## src/rtl/oal_pkg.sv

```systemverilog
// Shared definitions for the operand assembly latch: default widths and the fill-state encoding.
package oal_pkg;

    localparam int unsigned OAL_DATA_W  = 8;
    localparam int unsigned OAL_N_BYTES = 2;

    typedef enum logic [1:0] {
        ST_EMPTY,
        ST_PARTIAL,
        ST_FULL
    } oal_state_e;

endpackage

```

## src/rtl/oal_index_adder.sv

```systemverilog
// Combinational index add: returns the updated operand and the carry out of lane 0.
module oal_index_adder #(
    parameter int unsigned DATA_W  = oal_pkg::OAL_DATA_W,
    parameter int unsigned N_BYTES = oal_pkg::OAL_N_BYTES,
    parameter int unsigned ZP_WRAP = 1
) (
    input  logic [N_BYTES*DATA_W-1:0] operand,
    input  logic [DATA_W-1:0]         index,
    input  logic                      single_lane,
    output logic [N_BYTES*DATA_W-1:0] sum,
    output logic                      lane0_carry
);

    localparam int unsigned OP_W = N_BYTES * DATA_W;

    logic [OP_W-1:0]   index_ext;
    logic [OP_W-1:0]   wide_sum;
    logic [DATA_W:0]   lane0_sum;

    always_comb begin
        index_ext               = '0;
        index_ext[DATA_W-1:0]   = index;
        wide_sum                = operand + index_ext;
        lane0_sum               = {1'b0, operand[DATA_W-1:0]} + {1'b0, index};
    end

    // Zero-page wrap keeps the upper lanes untouched and never reports a page crossing.
    always_comb begin
        sum         = wide_sum;
        lane0_carry = lane0_sum[DATA_W];
        if ((ZP_WRAP != 0) && single_lane) begin
            sum              = operand;
            sum[DATA_W-1:0]  = lane0_sum[DATA_W-1:0];
            lane0_carry      = 1'b0;
        end
    end

endmodule

```

## src/rtl/operand_assembly_latch.sv

```systemverilog
// Collects operand bytes little-endian from the data bus and applies an optional index add.
module operand_assembly_latch #(
    parameter int unsigned DATA_W  = oal_pkg::OAL_DATA_W,
    parameter int unsigned N_BYTES = oal_pkg::OAL_N_BYTES,
    parameter int unsigned ZP_WRAP = 1
) (
    input  logic                           fclk,
    input  logic                           reset,
    input  logic                           clear,
    input  logic                           load,
    input  logic [DATA_W-1:0]              db_in,
    input  logic                           index_add,
    input  logic [DATA_W-1:0]              index_in,
    output logic [N_BYTES*DATA_W-1:0]      operand_out,
    output logic [DATA_W-1:0]              db_out,
    output logic [$clog2(N_BYTES+1)-1:0]   count_out,
    output logic                           full,
    output logic                           page_cross,
    output logic                           overrun
);

    import oal_pkg::*;

    localparam int unsigned OP_W  = N_BYTES * DATA_W;
    localparam int unsigned CNT_W = $clog2(N_BYTES + 1);

    oal_state_e         state_q, state_d;
    logic [OP_W-1:0]    operand_q;
    logic [CNT_W-1:0]   count_q;
    logic               page_cross_q;
    logic               overrun_q;

    logic               load_ok;
    logic               index_ok;
    logic [OP_W-1:0]    add_sum;
    logic               add_carry;

    // A load in the same cycle always wins over the index add, even if the load is rejected.
    assign load_ok  = load && (state_q != ST_FULL);
    assign index_ok = index_add && !load && (state_q != ST_EMPTY);

    oal_index_adder #(
        .DATA_W  (DATA_W),
        .N_BYTES (N_BYTES),
        .ZP_WRAP (ZP_WRAP)
    ) u_index_adder (
        .operand     (operand_q),
        .index       (index_in),
        .single_lane (count_q == CNT_W'(1)),
        .sum         (add_sum),
        .lane0_carry (add_carry)
    );

    always_ff @(posedge fclk or posedge reset) begin
        if (reset) begin
            state_q <= ST_EMPTY;
        end else begin
            state_q <= state_d;
        end
    end

    always_comb begin
        state_d = state_q;
        if (clear) begin
            state_d = ST_EMPTY;
        end else if (load_ok) begin
            if (count_q == CNT_W'(N_BYTES - 1)) begin
                state_d = ST_FULL;
            end else begin
                state_d = ST_PARTIAL;
            end
        end
    end

    always_ff @(posedge fclk or posedge reset) begin
        if (reset) begin
            operand_q    <= '0;
            count_q      <= '0;
            page_cross_q <= 1'b0;
            overrun_q    <= 1'b0;
        end else if (clear) begin
            operand_q    <= '0;
            count_q      <= '0;
            page_cross_q <= 1'b0;
            overrun_q    <= 1'b0;
        end else if (load) begin
            if (load_ok) begin
                for (int unsigned i = 0; i < N_BYTES; i++) begin
                    if (count_q == CNT_W'(i)) begin
                        operand_q[i*DATA_W +: DATA_W] <= db_in;
                    end
                end
                count_q <= count_q + CNT_W'(1);
            end else begin
                overrun_q <= 1'b1;
            end
        end else if (index_ok) begin
            operand_q    <= add_sum;
            page_cross_q <= add_carry;
        end
    end

    always_comb begin
        operand_out = operand_q;
        db_out      = operand_q[DATA_W-1:0];
        count_out   = count_q;
        full        = (state_q == ST_FULL);
        page_cross  = page_cross_q;
        overrun     = overrun_q;
    end

endmodule

```

## config.mk

```make
export PLATFORM = sky130hd
export DESIGN_NAME = operand_assembly_latch
export DESIGN_NICKNAME = d
export VERILOG_FILES = /design/src/rtl/oal_pkg.sv /design/src/rtl/oal_index_adder.sv /design/src/rtl/operand_assembly_latch.sv
export SDC_FILE = /design/constraint.sdc
export NUM_CORES = 1
export LEC_CHECK = 0
export BUFFER_PORTS_ARGS = -buffer_cell sky130_fd_sc_hd__buf_2
export CAP_MARGIN = 25
export CORE_MARGIN = 4
export CORE_UTILIZATION = 50
export DETAILED_ROUTE_END_ITERATION = 16
export HOLD_SLACK_MARGIN = 0.03
export MAX_ROUTING_LAYER = met4
export PLACE_DENSITY = 0.76
export SLEW_MARGIN = 20
export SYNTH_ARGS = -nofsm -noshare
export SYNTH_HDL_FRONTEND = slang
export SYNTH_HIERARCHICAL = 1
export SYNTH_SLANG_ARGS = --single-unit
```

## constraint.sdc

```tcl
create_clock -name fclk -period 4.3 [get_ports fclk]
set_input_delay 0.43 -clock fclk [delete_from_list [all_inputs] [get_ports fclk]]
set_output_delay 0.43 -clock fclk [all_outputs]
set_load 0.02 [all_outputs]
```

Word level (Yosys, flattened, before mapping)
Index checks and enable logic that the tools add are counted.

Register bits after elaboration: 22. Input bits: 21. Word-level logic and storage cells: 53. Output and inout bits: 29.

Equal/unequal tests: 9. Add/sub/neg operators: 3. Multiplexer cells: 20. Reduce and logical (&&, ||, !) cells: 15.

Operator list (count): two-way mux 16 bit (5); adder 16 x 8 -> 16 bit (1); two-way mux 8 bit (2); two-way mux 2 bit (6); adder 8 x 8 -> 9 bit (1); != test 3 x 2 -> 1 bit, second input constant (3); nonzero test 2 bit (4); two-way mux 1 bit (7); != test 2 bit, second input constant (3); AND reduction 2 bit (3); AND reduction 4 bit (1); logical AND 1 bit (3); != test 3 bit, second input constant (1); AND reduction 3 bit (1); nonzero test 3 bit (1); adder 2 x 1 -> 2 bit, second input constant (1); == test 2 x 1 -> 1 bit, second input constant (1); == test 2 bit, second input constant (1); zero test 2 bit (1); zero test 1 bit (1).

Depth between registers and ports, before layout
Depth in word-level cells: 6. Gate-level depth with buffers: 11. Mapped depth without buffers: 11.

By module
Netlist, hierarchy kept.

By module, submodules not included: operand_assembly_latch (area each 1437.6 um^2, times used 1, cells an instance 134, seq. area each 550.5 um^2); oal_index_adder (area each 539.3 um^2, times used 1, cells an instance 74, seq. area each 0.0 um^2).

Worst setup path before layout
Ideal clock, no wire load.

Path kind: reg-to-reg. Start point: reg operand_q[0], in the netlist operand_out[0]. End point: reg operand_q[12], in the netlist operand_out[12]. Cell stages (with the launch flop): 12. Arrival: 2.208 ns. Buffers on the path: 0. Clock period less this slack: 2.333 ns. Setup slack: 1.967 ns. Setup time: 0.125 ns. Required time: 4.175 ns. Path through: dfrtp_1 -> ha_1 -> inv_1 -> fa_1 -> nand2b_1 -> a21oi_2 -> o21ai_2 -> and3b_1 -> xor2_1 -> mux2i_1 -> nor2_1 -> mux2_4.

Longest elaborated chain between the ends: 5.

Ends and longest elaborated chain: start, declared (line operand_assembly_latch.sv:28) `logic [OP_W-1:0] operand_q;`; start signal, assigned by index (line operand_assembly_latch.sv:90) `operand_q[i*DATA_W +: DATA_W] <= db_in;`; start signal, assigned (line operand_assembly_latch.sv:98) `operand_q <= add_sum;`; adder 16 x 8 -> 16 bit (line oal_index_adder.sv:23) `wide_sum = operand + index_ext;`; two-way mux 16 bit (line oal_index_adder.sv:31) `if ((ZP_WRAP != 0) && single_lane) begin`; via add_sum[12] (line operand_assembly_latch.sv:35) `logic [OP_W-1:0] add_sum;`; two-way mux 16 bit (line operand_assembly_latch.sv:97) `end else if (index_ok) begin`; two-way mux 16 bit (line operand_assembly_latch.sv:86) `end else if (load) begin`; two-way mux 16 bit (line operand_assembly_latch.sv:81) `end else if (clear) begin`.

The timed path passes the listed nets, and every way through them passes these cells. The select of a mux whose other input is x is not followed. A chain may end at the register's enable or synchronous reset.

Final worst setup path
Ends and elaborated chain as after synthesis.

==> metrics.md <==
| Metric | Value |
|---|---|
| Num Clock Sinks | 22 |
| Final Power | about 700 uW |
| IO Count | 50 |
| GR Overflow Total | 0 |
| Die Span Y | between 70 and 80 um |
| CTS tree | built |
| Post-synthesis net count | between 200 and 250 |
| Mux contribution to synthesized area | 0.203 |
| First-pass GRT wire length | between 6000 and 7000 um |
| Main area contributors after synthesis | dfrtp_1, mux2_4, mux2i_1 |
| Vias/cell | 5.23 |
| Leakage | between 1 and 1.5 nW |
| PD cells | about 310 mW/mm^2 |
| CP Class | flip-flop to flip-flop |
| Area grow syn2layout | 12.6% |
| Total GRT Usage | 0.173 |
| Setup violations, final | 0 |
| Yosys top cell area share | 0.278 |
| CP Launch Type | flip-flop |
| Post-CTS setup buffer count | 0 |
| Worst Setup SP | operand_out[0] |
| Initial antenna violation count | 0 |
| Die span in x | approximately 71 um |
| Critical Path End | operand_out[12] |
| Ys Warns | 6 |
| Reg power frac | 0.345 |
| Synthesized flop and latch total | 22 |
| TritonCTS buffer count | 3 |
| Sw frac | 0.337 |
| Register area share after synthesis | 0.278 |
| Hold-fix buffers, CTS | 0 |
| FF-to-FF End | operand_out[12] |
| DRC Markers | 0 |
| CP endpoint kind | flip-flop |
| Reg2reg path depth | 11 |
| Num rows | 22 |
| Max-cap violations | 0 |
| First DRT Iteration DRCs | 65 |
| Status | complete, no violations |
| Mapped cell area | a little under 0.002 mm^2 |
| Reg2reg start | operand_out[0] |
| Worst R2R Setup Slack | 1940 ps |
| Placer Congestion | 0.788 |
| Crit path max fanout | 4 |
| Sw Pwr | 235 uW |
| Clk network pwr share | 0.287 |
| N_diodes | 0 |
| Worst skew pair latency | about 270 ps |
| Vias | about 1500 |
| Peak supply drop | between 0.15 and 0.2 mV |
| Post-synth ARST share | 1.00 |
| Drt pass-1 iters | 4 |
| Wire per inst | 14.4 um |
| Initial core utilization | 0.528 |
| Synth Area in Simple Gates | 0.179 |
| Post-synthesis cell count | approximately 210 |
| Remaining antenna violation count | 0 |
| Comb pwr share | 0.368 |
| Setup TNS | 0 ps |
| Nets | about 280 |
| Post-layout min period | roughly 2400 ps |
| Synth Area in Adders | 0.0734 |
| Internal power | around 460 uW |
| Dpl hpwl | 2940 um |
| Avg Cell Area, Syn | 9.50 um^2 |
| Yosys cell types | 42 |
| Worst-path clk slew | around 90 ps |
| Post-synth EDFFs | 0 |
| Port bufs | 49 |
| H-tree Lvls | 1 |
| Main combinational cell family by area after synthesis | multiplexers |
| Hold crit path type | input port to asynchronous set/reset pin |
| Post-Route WL | around 4200 um |
| Clk buf depth | 2 |
| Fraction of layout cells with a size suffix above 1 | 0.326 |
| Main synth FF type | dfrtp_1 |
| Max Clock Freq | between 400 and 500 MHz |
| Synth Area in XOR/XNOR | 0.0614 |
| Largest area contributor in the netlist | dfrtp_1 |
| Vias in the first global route | about 1500 |
| Most frequent standard cell in the layout excluding fill and tap cells | buf_2 |
| RSZ-0062 raised after global routing | false |
| CP arrival | around 2500 ps |
| DIE AREA | around 0.0050 mm^2 |
| Worst clock skew | roughly 3.6 ps |
| Slew HR | 0.408 |
| Gates resized, CTS repair | 0 |
| Synth Area in Compound Gates | 0.122 |
| Pin count of the biggest net entering global routing | 39 |
| Endpoints failing hold | 0 |
| Worst Tran Pin Value | roughly 890 ps |
| Clock Tree Root | clkbuf_8 |
| Final period util | 0.549 |
| Core area | roughly 0.0037 mm^2 |
| Max Transition Viols Final | 0 |
| Most frequent cells in the layout | buf_2, nor2_1, dfrtp_1 |
| Worst path required time | around 4500 ps |
-- cell usage after synthesis (all sizes together), types with 5 or more instances --
cell type	instances
o21ai	6
inv	10
mux2	16
nor2	26
xor2	5
nor2b	20
buf	16
ha	10
a21oi	14
xnor2	8
nand2	11
mux2i	16
dfrtp	22
-- power groups by stage --
| stage | combinational [mW] | sequential, mW | clock, mW |
|---|---|---|---|
| CTS | 0.258 | 0.240 | 0.203 |
| global route | 0.282 | 0.244 | 0.213 |
| finish | 0.257 | 0.240 | 0.200 |
| floorplan | 0.197 | 0.260 | 0 |
| global placement | 0.253 | 0.243 | 0 |
| detailed placement | 0.256 | 0.244 | 0 |
-- routing by layer --
metal,routed length [um],track usage,vias up
li1,-,-,765
met1,2050,0.244,700
met2,1840,0.261,48
met3,236,0.0284,4
met4,44,0.0438,0
met5,0,-,-
-- sequential cells by signal (all words and copies together) (netlist names) --
name / count
page_cross: 1
overrun: 1
operand_out: 16
state_q: 2
count_out: 2
-- area by class of cell --
| class | count | area, um^2 |
|---|---|---|
| Clock inverter | 1 | 30.0 |
| Sequential cell | 22 | 551 |
| Multi-Input combinational cell | 157 | 1260 |
| Timing Repair Buffer | 49 | 245 |
| Fill cell | 345 | 1520 |
| Tap cell | 48 | 60.1 |
| Inverter | 10 | 37.5 |
| Clock buffer | 3 | 41.3 |
-- worst min-delay path by stage --
stage / from / end / slack [ps]
floorplan: reset / count_out[0] / 420
global placement: overrun / overrun / 480
detailed placement: overrun / overrun / 480
CTS: reset / operand_out[6] / 370
global route: reset / operand_out[7] / 410
finish: reset / operand_out[12] / 330
-- cells by family (layout without fill, tap and decap cells) --
family                   after synthesis  count (layout)
XOR/XNOR                              13              13
AO/OA/AOI/OAI                         31              31
flip-flops                            22              22
adder cells (fa/ha/maj)               11              11
buffers and inverters                 29              63
AND/OR/NAND/NOR                       70              70
multiplexers                          32              32
-- worst max-delay path: stages (launching register included) --
cell      delay [ps]
dfrtp_1          390
ha_1             190
inv_1             60
fa_1             390
nand2b_1         190
a21oi_2          180
o21ai_2          120
and3b_1          230
xor2_1            60
mux2i_1          120
nor2_1            50
mux2_4           280
-- through the flow --
stage | area, um^2 | setup WS (ps) | util | hold WS [ps] | std cells
3_3_place_gp | 2150 | 1900 | 0.576 | 475 | 286
4_1_cts | 2230 | 1920 | 0.595 | 368 | 290
2_1_floorplan | 1980 | 1970 | - | 419 | 208
6_report | 2230 | 1940 | 0.595 | 332 | 290
3_5_place_dp | 2150 | 1850 | 0.576 | 485 | 286
5_1_grt | 2230 | 1750 | 0.595 | 415 | 290
No activity file was read; power rests on OpenSTA's default activity.
